### src/rtl/vend_pkg.sv
// Shared types and helpers for the multi-product token vending controller.
package vend_pkg;

    // Upper bounds used to size the generic helper arguments.
    localparam int MAX_PRODUCTS = 7;
    localparam int MAX_CW       = 32;
    localparam int PRICES_EXT_W = MAX_PRODUCTS * MAX_CW;

    typedef enum logic [1:0] {
        ST_IDLE     = 2'd0,
        ST_CREDIT   = 2'd1,
        ST_DISPENSE = 2'd2,
        ST_CHANGE   = 2'd3
    } vend_state_t;

    // Price of product idx from a packed price vector with cw-bit slices.
    function automatic logic [MAX_CW-1:0] price_slice(
        input logic [PRICES_EXT_W-1:0] prices,
        input int                      cw,
        input int                      idx
    );
        logic [PRICES_EXT_W-1:0] mask;
        mask = (PRICES_EXT_W'(1) << cw) - PRICES_EXT_W'(1);
        return MAX_CW'((prices >> (idx * cw)) & mask);
    endfunction

    // Index of the lowest set bit; 0 when no bit is set.
    function automatic logic [2:0] lowest_set(input logic [MAX_PRODUCTS-1:0] bits);
        logic [2:0] idx;
        idx = 3'd0;
        for (int i = MAX_PRODUCTS - 1; i >= 0; i--) begin
            if (bits[i]) idx = 3'(i);
        end
        return idx;
    endfunction

endpackage

### src/rtl/vend_timer.sv
// Inactivity counter: asserts expired on the cycle the count reaches TIMEOUT_CYCLES-1.
module vend_timer #(
    parameter int TIMEOUT_CYCLES = 1000
) (
    input  logic clk,
    input  logic reset_n,
    input  logic clear,
    input  logic enable,
    output logic expired
);

    if (TIMEOUT_CYCLES == 0) begin : g_disabled
        // Timeout refund turned off; inputs deliberately unused.
        logic unused_ok;
        assign unused_ok = &{1'b0, clk, reset_n, clear, enable};
        assign expired   = 1'b0;
    end else begin : g_enabled
        localparam int CNT_W = (TIMEOUT_CYCLES > 1) ? $clog2(TIMEOUT_CYCLES) : 1;
        localparam logic [CNT_W-1:0] LAST = CNT_W'(TIMEOUT_CYCLES - 1);

        logic [CNT_W-1:0] count;

        // Count idle cycles, holding at the terminal value until cleared.
        always_ff @(posedge clk or negedge reset_n) begin
            if (!reset_n) begin
                count <= '0;
            end else if (clear) begin
                count <= '0;
            end else if (enable && (count != LAST)) begin
                count <= count + CNT_W'(1);
            end
        end

        assign expired = enable && (count == LAST);
    end

endmodule

### src/rtl/vend_multi.sv
// Multi-product token vending controller with saturating credit, cancel and timeout refund.
module vend_multi
    import vend_pkg::*;
#(
    parameter int                            N_PRODUCTS     = 3,
    parameter int                            CREDIT_W       = 8,
    parameter int                            MAX_CREDIT     = 15,
    parameter logic [N_PRODUCTS*CREDIT_W-1:0] PRICES        = {8'd3, 8'd2, 8'd1},
    parameter int                            TIMEOUT_CYCLES = 1000
) (
    input  logic                  clk,
    input  logic                  reset_n,
    input  logic                  token_in,
    input  logic [N_PRODUCTS-1:0] button,
    input  logic                  cancel,
    input  logic                  dispense_done,
    output logic                  vend_busy,
    output logic                  dispense,
    output logic [2:0]            product_select,
    output logic [CREDIT_W-1:0]   credit,
    output logic                  change_valid,
    output logic [CREDIT_W-1:0]   change_tokens,
    output logic                  token_reject,
    output logic                  insufficient
);

    localparam logic [PRICES_EXT_W-1:0] PRICES_EXT = PRICES_EXT_W'(PRICES);
    localparam logic [CREDIT_W-1:0]     MAX_C      = CREDIT_W'(MAX_CREDIT);

    // Reject illegal configurations at elaboration time.
    if (N_PRODUCTS < 1 || N_PRODUCTS > MAX_PRODUCTS) begin : g_bad_n
        $error("vend_multi: N_PRODUCTS must be 1..7");
    end
    if (CREDIT_W < 1 || CREDIT_W > MAX_CW) begin : g_bad_w
        $error("vend_multi: CREDIT_W must be 1..32");
    end
    if (MAX_CREDIT < 1 || (CREDIT_W < 32 && (MAX_CREDIT >> CREDIT_W) != 0)) begin : g_bad_max
        $error("vend_multi: MAX_CREDIT must be >= 1 and < 2**CREDIT_W");
    end
    for (genvar g = 0; g < N_PRODUCTS; g++) begin : g_price_chk
        localparam int P = int'(price_slice(PRICES_EXT, CREDIT_W, g));
        if (P == 0 || P > MAX_CREDIT) begin : g_bad_price
            $error("vend_multi: every price must be 1..MAX_CREDIT");
        end
    end

    vend_state_t         state, state_nxt;
    logic [2:0]          sel_idx, sel_nxt;
    logic [CREDIT_W-1:0] credit_nxt, ct_nxt;
    logic [2:0]          ps_nxt;
    logic                disp_nxt, cv_nxt, rej_nxt, ins_nxt, busy_nxt;
    logic                timer_expired, timer_clear, timer_enable;
    logic [2:0]          btn_idx;
    logic [CREDIT_W-1:0] btn_price, sel_price;

    assign btn_idx   = lowest_set(MAX_PRODUCTS'(button));
    assign btn_price = CREDIT_W'(price_slice(PRICES_EXT, CREDIT_W, int'(btn_idx)));
    assign sel_price = CREDIT_W'(price_slice(PRICES_EXT, CREDIT_W, int'(sel_idx)));

    // Timer runs only while waiting for a selection; any token or button restarts it.
    assign timer_enable = (state == ST_CREDIT);
    assign timer_clear  = (state != ST_CREDIT) || token_in || (|button);

    vend_timer #(
        .TIMEOUT_CYCLES(TIMEOUT_CYCLES)
    ) u_timer (
        .clk    (clk),
        .reset_n(reset_n),
        .clear  (timer_clear),
        .enable (timer_enable),
        .expired(timer_expired)
    );

    // Next state and next registered outputs.
    always_comb begin
        state_nxt  = state;
        credit_nxt = credit;
        sel_nxt    = sel_idx;
        ps_nxt     = product_select;
        disp_nxt   = dispense;
        cv_nxt     = 1'b0;
        ct_nxt     = '0;
        rej_nxt    = 1'b0;
        ins_nxt    = 1'b0;
        case (state)
            ST_IDLE: begin
                if (token_in) begin
                    credit_nxt = CREDIT_W'(1);
                    state_nxt  = ST_CREDIT;
                end
            end
            ST_CREDIT: begin
                if (token_in) begin
                    if (credit < MAX_C) credit_nxt = credit + CREDIT_W'(1);
                    else                rej_nxt    = 1'b1;
                end else if (cancel) begin
                    cv_nxt     = 1'b1;
                    ct_nxt     = credit;
                    credit_nxt = '0;
                    state_nxt  = ST_IDLE;
                end else if (|button) begin
                    if (btn_price <= credit) begin
                        sel_nxt   = btn_idx;
                        ps_nxt    = btn_idx + 3'd1;
                        disp_nxt  = 1'b1;
                        state_nxt = ST_DISPENSE;
                    end else begin
                        ins_nxt = 1'b1;
                    end
                end else if (timer_expired) begin
                    cv_nxt     = 1'b1;
                    ct_nxt     = credit;
                    credit_nxt = '0;
                    state_nxt  = ST_IDLE;
                end
            end
            ST_DISPENSE: begin
                rej_nxt = token_in;
                if (dispense_done) begin
                    disp_nxt   = 1'b0;
                    credit_nxt = credit - sel_price;
                    state_nxt  = ST_CHANGE;
                end
            end
            ST_CHANGE: begin
                rej_nxt = token_in;
                if (credit != '0) begin
                    cv_nxt = 1'b1;
                    ct_nxt = credit;
                end
                credit_nxt = '0;
                ps_nxt     = 3'd0;
                state_nxt  = ST_IDLE;
            end
            default: begin
                state_nxt  = ST_IDLE;
                credit_nxt = '0;
                ps_nxt     = 3'd0;
                disp_nxt   = 1'b0;
            end
        endcase
        busy_nxt = (state_nxt == ST_DISPENSE) || (state_nxt == ST_CHANGE);
    end

    // State and all outputs registered; reset clears everything at once.
    always_ff @(posedge clk or negedge reset_n) begin
        if (!reset_n) begin
            state          <= ST_IDLE;
            sel_idx        <= 3'd0;
            credit         <= '0;
            product_select <= 3'd0;
            dispense       <= 1'b0;
            change_valid   <= 1'b0;
            change_tokens  <= '0;
            token_reject   <= 1'b0;
            insufficient   <= 1'b0;
            vend_busy      <= 1'b0;
        end else begin
            state          <= state_nxt;
            sel_idx        <= sel_nxt;
            credit         <= credit_nxt;
            product_select <= ps_nxt;
            dispense       <= disp_nxt;
            change_valid   <= cv_nxt;
            change_tokens  <= ct_nxt;
            token_reject   <= rej_nxt;
            insufficient   <= ins_nxt;
            vend_busy      <= busy_nxt;
        end
    end

endmodule

### config.mk
export PLATFORM = sky130hd
export DESIGN_NAME = vend_multi
export DESIGN_NICKNAME = d
export VERILOG_FILES = /design/src/rtl/vend_pkg.sv /design/src/rtl/vend_timer.sv /design/src/rtl/vend_multi.sv
export SDC_FILE = /design/constraint.sdc
export NUM_CORES = 1
export LEC_CHECK = 0
export ABC_AREA = 0
export CAP_MARGIN = 40
export CORE_AREA = 4 4 79 81
export DETAILED_ROUTE_END_ITERATION = 12
export DIE_AREA = 0 0 83 85
export PLACE_DENSITY = 0.73
export SLEW_MARGIN = 20
export SYNTH_ARGS = -nofsm -noshare
export SYNTH_HDL_FRONTEND = slang
export SYNTH_SLANG_ARGS = --single-unit
### constraint.sdc
create_clock -name clk -period 3.5 [get_ports clk]
set_clock_uncertainty 0.05 [all_clocks]
set_input_delay 0.525 -clock clk [delete_from_list [all_inputs] [get_ports clk]]
set_output_delay 0.525 -clock clk [all_outputs]
set_load 0.02 [all_outputs]
# Word-level counts from Yosys, hierarchy flattened
# Cells that the tools add are included.
classes:
  add_sub_neg: 4
  multipliers: 0
  n_div: 0
  order_cmp: 2
  n_eq_ne: 17
  n_shift: 2
  muxes: 52
  bitwise_logic: 2
  reduce_logical: 16
ops:
  columns: ["operator", "n"]
  rows:
  - ["8-bit 2-to-1 mux", 12]
  - ["18-bit by 6-bit right shift with 8-bit output, first input constant", 2]
  - ["8-bit case mux with 4 select lines", 1]
  - ["10-bit 2-to-1 mux", 2]
  - ["2-bit 2-to-1 mux", 10]
  - ["1-bit 2-to-1 mux", 17]
  - ["8-bit case mux with 2 select lines", 1]
  - ["5-bit AND reduction", 3]
  - ["3-bit 2-to-1 mux", 4]
  - ["2-bit inequality test, second input constant", 6]
  - ["10-bit by 1-bit adder with 10-bit output, second input constant", 1]
  - ["10-bit == test, second input constant", 1]
  - ["10-bit inequality test, second input constant", 1]
  - ["8-bit by 1-bit adder with 8-bit output, second input constant", 1]
  - ["2-bit == test, second input constant", 4]
  - ["8-bit less-or-equal comparator", 1]
  - ["8-bit by 4-bit < comparator with 1-bit output, second input constant", 1]
  - ["4-bit inequality test, second input constant", 2]
  - ["2-bit case mux with 4 select lines", 1]
  - ["8-bit nonzero test", 1]
  - ["8-bit subtractor", 1]
  - ["1-bit case mux with 2 select lines", 3]
  - ["3-bit case mux with 2 select lines", 1]
  - ["6-bit AND reduction", 1]
  - ["11 further kinds", 17]
totals:
  ff_bits: 39
  latchBits: 0
  mem_bits_rw: 0
  rom_bits: 0
  inputBits: 8
  wordCells: 106
  mem_count: 0

# Depth between registers and ports, before layout
# Gate-level depths: netlist (run 1).
depth:
  ltp_word: 12
  depth_mapped: 8

# Modules after synthesis
# A second synthesis (run 1) with hierarchy kept.
hier_totals:
  cells_unflattened: 212
  hier_area_um2: 2105.8
modules_own_cells:
  columns: ["mod", "n_inst", "cells_per_inst", "area_each_um2"]
  rows:
  - ["vend_multi", 1, 159, 1584.0]
  - ["vend_timer", 1, 53, 521.8]

# Least setup slack after synthesis (run 1)
# No wires, ideal clock.
synth_path:
  path_type: "input-to-reg"
  start: "in button[0]"
  end: "reg product_select[0]"
  setup_time_ps: 126
  arrival_time_ps: 2374
  t_required_ps: 3324
  setup_slack_ps: 950
  cell_stages: 8
  path_buffers: 0
  path_cell_list: "nor3b_1 ha_1 ha_1 nor2b_1 o2111ai_2 nor4b_4 nor3b_1 a221o_1"
synth_via:
  elab_chain_len: 7
  word_cells_on_any_way: 13
  cone_classes: "1 x add/sub; 1 x order compare; 2 x eq/ne; 1 x shift; 6 x mux; 2 x reduce/logical"
synth_lines:
  columns: ["item", "line", "source"]
  rows:
  - ["start, declared", "vend_multi.sv:14", "input logic [N_PRODUCTS-1:0] button,"]
  - ["branches (longest 7 deep; another with 8-bit less-or-equal comparator)", null, null]
  - ["end signal, assigned", "vend_multi.sv:162", "product_select <= ps_nxt;"]
  - ["end, declared", "vend_multi.sv:19", "output logic [2:0] product_select,"]
# Several ways; the timed one is not identified. The select of a mux whose other input is x is not followed.
# A chain may end at the register's enable or synchronous reset.

# Worst setup path after layout (run 1)
layout_path:
  start: "in button[1]"
  end: "reg product_select[0]"
layout_via:
  elab_chain_len: 8
  word_cells_on_any_way: 14
  cone_classes: "1 x add/sub; 1 x order compare; 2 x eq/ne; 1 x shift; 7 x mux; 2 x reduce/logical"
layout_lines:
  columns: ["item", "line", "source"]
  rows:
  - ["2-bit 2-to-1 mux (*) (2 in a row)", "vend_pkg.sv:32", "if (bits[i]) idx = 3'(i);"]
  - ["named net btn_idx[0]", "vend_multi.sv:53", "logic [2:0] btn_idx;"]
  - ["branches (longest 6 deep; another with 8-bit less-or-equal comparator)", null, null]
# Mark *: on every way through the listed nets, which the timed path passes. The select of a mux whose other input is x is not followed.

==> flow_summary.json, run 1 <==
{
  "p_sw_share_pct": 40.2,
  "layout-drive-gt1-share_pct": 10.9,
  "cp-endpoint": "product_select[0]",
  "drt_pass1_iterations": 4,
  "die-area_mm2": 0.00706,
  "vdd_drop_max_mv": 0.415,
  "post-route-min-period_ns": 2.99,
  "path_clk_slew_ns": 0.08,
  "power.density_mw_per_mm2": 836,
  "period_share_pct": 85.3,
  "drc": 0,
  "hold_slack_ns": 0.0816,
  "startpoint": "button[1]",
  "critPathCaptureType": "flip-flop",
  "rsz0062_at_grt": "no",
  "grt_start_max_net_pins": 26,
  "coreArea_mm2": 0.00547,
  "syn_area_mm2": 0.00217,
  "ys_types": 61,
  "drv_cap": 0,
  "n_fill_cell": 517,
  "synth-main-ff-cell": "dfrtp_1",
  "cts-root-buf": "clkbuf_8",
  "synth_nets": 225,
  "synth_cells": 208,
  "synth_most_common_cell": "dfrtp_1",
  "crit_type": "primary input to flip-flop",
  "p_switching_mw": 0.896,
  "nets": 255,
  "start_util_pct": 39.7,
  "dpl.hpwl_mm": 3.53,
  "drt-initial-drc-count": 132,
  "gp_congestion": 0.872,
  "yosys-top-cells-count": "38 x dfrtp_1, 23 x nor2_1, 13 x nand2_1, 9 x inv_1, 8 x ha_1",
  "synth_edf_count": 0,
  "avgRoutedWirePerCell_um": 15.2,
  "cp-start-kind": "primary input",
  "setup_viol": 0,
  "r2r_end": "product_select[0]",
  "worstPathArrival_ns": 3.12,
  "viasPerCell": 5.36,
  "grt_usage_pct": 14.2,
  "avgSynthCellArea_um2": 10.4,
  "die_h_um": 85,
  "worstMarginPinSlew_ns": 0.486,
  "cts-htree-levels": 2,
  "async_flop_share_pct": 100,
  "reg2reg_slack_ns": 1.11,
  "pwr-share-clk_pct": 20.0,
  "cts_tree": "done",
  "status": "complete, no violations",
  "netlist_top_cells_area": "dfrtp_1 44%, ha_1 4.6%, nor2_1 4.0%",
  "yosys_warnings": 0,
  "num_vias": 1668,
  "grt_overflow": 0,
  "finalSetupTns_ns": 0,
  "leakagePower_nw": 1.17,
  "clock_path_buffers": 2,
  "grt_pass1_vias": 1591,
  "die_w_um": 83,
  "rows": 27,
  "ios": 32,
  "ant_nets": 0,
  "crit_required_ns": 3.63,
  "timing.rr.start": "credit[1]",
  "cts-buffers-inserted": 5,
  "rr_worst_depth": 7,
  "clock-sinks": 38,
  "max_freq_mhz": 335,
  "synth_top_area_share_pct": 43.8,
  "hp-class": "primary input to async pin",
  "pwr-share-seq_pct": 31.2,
  "slew_violations": 0,
  "cts_resized": 0,
  "yosysTopAreaCell": "dfrtp_1",
  "antenna_found_initial": 0,
  "n_antenna_cell": 0,
  "hold_buffers": 0,
  "synth_seq_cells": 38,
  "postCtsSetupBuffers": 0,
  "wirelength_mm": 4.73,
  "slew_headroom_pct": 67.5,
  "ys_seq_area_share_pct": 43.8,
  "combinationalPowerShare_pct": 48.8,
  "portBuffers": 31,
  "grt_pass1_wl_mm": 8.13,
  "path_max_fanout": 6,
  "area_growth_pct": 22.9,
  "clk_latency_ns": 0.29,
  "p_int_mw": 1.33,
  "finalHoldViolations": 0
}
-- critical path: stages --
cell and delay, ns:
clkdlybuf4s50_1 0.55, nor2b_1 0.28, ha_1 0.31, ha_1 0.29, nor2b_1 0.14, o2111ai_2 0.28
nor4b_4 0.39, nor3b_1 0.09, a221o_1 0.26
-- cell usage in the layout (no fill, tap or decap), types with 6 or more instances in the layout --
cell type        instances
xor2_1                   7
xnor2_1                  6
nor2_1                  23
ha_1                     8
and2_1                   7
nand2_1                 13
inv_1                    9
a22o_1                   6
a21oi_1                  6
nand3_1                  6
dfrtp_1                 38
clkdlybuf4s50_1         30
-- state kept, by name (all words and copies together), names as in the netlist --
name / flops
change_tokens: 8
change_valid: 1
credit: 8
dispense: 1
insufficient: 1
product_select: 3
sel_idx: 2
state: 2
token_reject: 1
u_timer.g_enabled.count: 10
vend_busy: 1
-- metrics by stage --
stage | instances | power [mW] | area, µm² | setup WS, ns | utilization, %
2_1_floorplan | 208 | 1.45 | 2170 | 0.950 | -
3_3_place_gp | 302 | 1.77 | 2510 | 0.278 | 45.9
3_5_place_dp | 303 | 1.79 | 2530 | 0.185 | 46.2
4_1_cts | 311 | 2.24 | 2670 | 0.494 | 48.7
5_1_grt | 311 | 2.38 | 2670 | 0.355 | 48.7
6_report | 311 | 2.23 | 2670 | 0.514 | 48.7
-- worst min path at each step --
stage | end | startpoint | cells after the start | slack (ns)
final | credit[5] | reset_n | 1 | 0.08
after global routing | u_timer.g_enabled.count[5] | reset_n | 1 | 0.10
after CTS | sel_idx[1] | reset_n | 1 | 0.09
after detailed placement | credit[5] | reset_n | 1 | 0.40
after global placement | u_timer.g_enabled.count[8] | u_timer.g_enabled.count[8] | 2 | 0.46
after floorplan | change_tokens[0] | reset_n | 0 | 0.18
-- power by group through the flow --
stage	clock [mW]	sequential [mW]	combinational (mW)
global placement	0	0.703	1.06
detailed placement	0	0.702	1.09
finish	0.445	0.695	1.09
global route	0.475	0.716	1.19
CTS	0.455	0.694	1.09
floorplan	0	0.729	0.723
-- layout make-up --
class                   instances  area, µm²  area share (%)
multi-input cells             150       1120            42.1
repair buffers                 32        325            12.2
inverters                      11       41.3            1.55
clock buffers                   5       68.8            2.58
well taps                      72       90.1            3.38
flip-flops and latches         38        951            35.6
clock inverters                 3       68.8            2.58
-- kinds of logic (layout without fill, tap and decap cells) --
group | count (synthesis) | count (layout) | share of synthesized area (%)
flops | 38 | 38 | 43.8
fa+ha+maj | 9 | 9 | 5.53
xor+xnor | 13 | 13 | 5.24
mux | 4 | 4 | 1.96
compound gates | 42 | 42 | 16.1
buf+inv | 20 | 51 | 4.50
simple gates | 82 | 82 | 22.8
-- per-layer routing --
layer	up-vias	track usage, %	part of all wire [%]
li1	818	-	-
met4	0	3.71	1.1
met3	6	3.40	5.2
met1	803	19.6	47
met5	-	0	0
met2	41	22.4	47
Power figures use the tool's default switching activity.
==> run 2: changes to the inputs <==
--- a/config.mk
+++ b/config.mk
@@ -10,6 +10,7 @@
 export CORE_AREA = 4 4 79 81
 export DETAILED_ROUTE_END_ITERATION = 12
 export DIE_AREA = 0 0 83 85
+export HOLD_SLACK_MARGIN = 0.12
 export PLACE_DENSITY = 0.73
 export SLEW_MARGIN = 20
 export SYNTH_ARGS = -nofsm -noshare
==> flow_summary.json, run 2 (synthesis results as in run 1) <==
{
  "status": "complete, no violations",
  "reg2reg_slack_ns": 1.10,
  "grt_overflow": 0,
  "portBuffers": 31,
  "drt_pass1_iterations": 4,
  "nets": 256,
  "wl_met1_mm": 2.26,
  "period_share_pct": 85.3,
  "start_util_pct": 39.7,
  "drv_cap": 0,
  "gp_congestion": 0.872,
  "clk_latency_ns": 0.29,
  "power.density_mw_per_mm2": 835,
  "avgRoutedWirePerCell_um": 15.3,
  "ant_nets": 0,
  "postCtsSetupBuffers": 0,
  "area_growth_pct": 23.3,
  "cp-start-kind": "primary input",
  "cp-endpoint": "product_select[0]",
  "grt_pass1_vias": 1593,
  "rr_worst_depth": 7,
  "regMostFlops": "u_timer.g_enabled.count",
  "stdcell_count": 312,
  "wl_met2_mm": 2.22,
  "grt_pass1_wl_mm": 8.13,
  "finalSetupTns_ns": 0,
  "post-route-min-period_ns": 2.99,
  "combinationalPowerShare_pct": 48.8,
  "wirelength_mm": 4.76,
  "final_common_cell": "dfrtp_1",
  "die-area_mm2": 0.00706,
  "layout-drive-gt1-share_pct": 10.8,
  "clock_path_buffers": 2,
  "clock-sinks": 38,
  "cts-buffers-inserted": 5,
  "cts_resized": 0,
  "coreArea_mm2": 0.00547,
  "path_max_fanout": 6,
  "slew_headroom_pct": 67.5,
  "die_w_um": 83,
  "cts-root-buf": "clkbuf_8",
  "startpoint": "button[1]",
  "grt_start_max_net_pins": 26,
  "placed_cells": 303,
  "slew_violations": 0,
  "pwr-share-clk_pct": 20.0,
  "path_clk_slew_ns": 0.08,
  "ios": 32,
  "r2r_end": "product_select[0]",
  "p_int_mw": 1.33,
  "max_freq_mhz": 335,
  "dpl.hpwl_mm": 3.53,
  "hold_slack_ns": 0.482,
  "p_switching_mw": 0.902,
  "largest_reg_flops": 10,
  "power.total_mw": 2.24,
  "vdd_drop_max_mv": 0.416,
  "largestRegisters": "u_timer.g_enabled.count x10, change_tokens x8, credit x8",
  "placed_area_mm2": 0.00253,
  "p_sw_share_pct": 40.3,
  "n_antenna_cell": 0,
  "die_h_um": 85,
  "final_cell_mix": "38 x dfrtp_1, 30 x clkdlybuf4s50_1, 23 x nor2_1",
  "num_vias": 1689,
  "cts_tree": "done",
  "hold_buffers": 1,
  "leakagePower_nw": 1.18,
  "hp-class": "flip-flop to flip-flop",
  "crit_required_ns": 3.63,
  "cts-htree-levels": 2,
  "viasPerCell": 5.41,
  "worstPathArrival_ns": 3.12,
  "rsz0062_at_grt": "no",
  "setup_viol": 0,
  "met3_length_um": 226,
  "pwr-share-seq_pct": 31.1,
  "rows": 27,
  "drc": 0,
  "finalHoldViolations": 0,
  "critPathCaptureType": "flip-flop",
  "worstMarginPinSlew_ns": 0.487,
  "antenna_found_initial": 0,
  "drt-initial-drc-count": 107,
  "grt_usage_pct": 14.2,
  "top_layer": "met4",
  "crit_type": "primary input to flip-flop",
  "timing.rr.start": "credit[1]",
  "fin_area_mm2": 0.00268
}
## run 2: layer usage
metal	up-vias	global-route usage, %
met5	-	0
met4	0	3.71
met3	6	3.40
met2	41	22.4
met1	821	19.6
li1	821	-
## run 2: worst min-delay path by stage
stage | to | startpoint | depth (start not counted)
finish | product_select[2] | product_select[2] | 2
CTS | product_select[2] | product_select[2] | 2
global placement | u_timer.g_enabled.count[8] | u_timer.g_enabled.count[8] | 2
floorplan | change_tokens[0] | reset_n | 0
global route | product_select[2] | product_select[2] | 2
detailed placement | credit[5] | reset_n | 1
## run 2: layout make-up
cell class                 instances  area (µm²)
fill                             516        2800
multi-input combinational        150        1120
sequential                        38         951
timing repair buffer              33         335
tap                               72        90.1
clock buffer                       5        68.8
clock inverter                     3        68.8
inverter                          11        41.3
## run 2: power groups by stage
stage | clock network [mW] | registers (mW) | logic (mW)
finish | 0.448 | 0.696 | 1.09
global route | 0.475 | 0.716 | 1.19
CTS | 0.455 | 0.694 | 1.09
detailed placement | 0 | 0.702 | 1.09
global placement | 0 | 0.703 | 1.06
floorplan | 0 | 0.729 | 0.723
## run 2: critical path, stage by stage
cell             delay (ns)
clkdlybuf4s50_1        0.55
nor2b_1                0.28
ha_1                   0.31
ha_1                   0.29
nor2b_1                0.14
o2111ai_2              0.28
nor4b_4                0.39
nor3b_1                0.09
a221o_1                0.26
## run 2: per-stage QoR
stage / setup WS, ns / util, %
global placement: 0.278 / 45.9
finish: 0.515 / 48.9
CTS: 0.494 / 48.9
detailed placement: 0.185 / 46.2
global route: 0.355 / 48.9
floorplan: 0.950 / -
==> run 3: changes to the inputs <==
--- a/config.mk
+++ b/config.mk
@@ -12,6 +12,7 @@
 export DIE_AREA = 0 0 83 85
 export HOLD_SLACK_MARGIN = 0.12
 export PLACE_DENSITY = 0.73
+export SETUP_SLACK_MARGIN = 0.02
 export SLEW_MARGIN = 20
 export SYNTH_ARGS = -nofsm -noshare
 export SYNTH_HDL_FRONTEND = slang
==> results of run 3 <==
No change in the layout: final DEF, timing and power equal those of run 2.
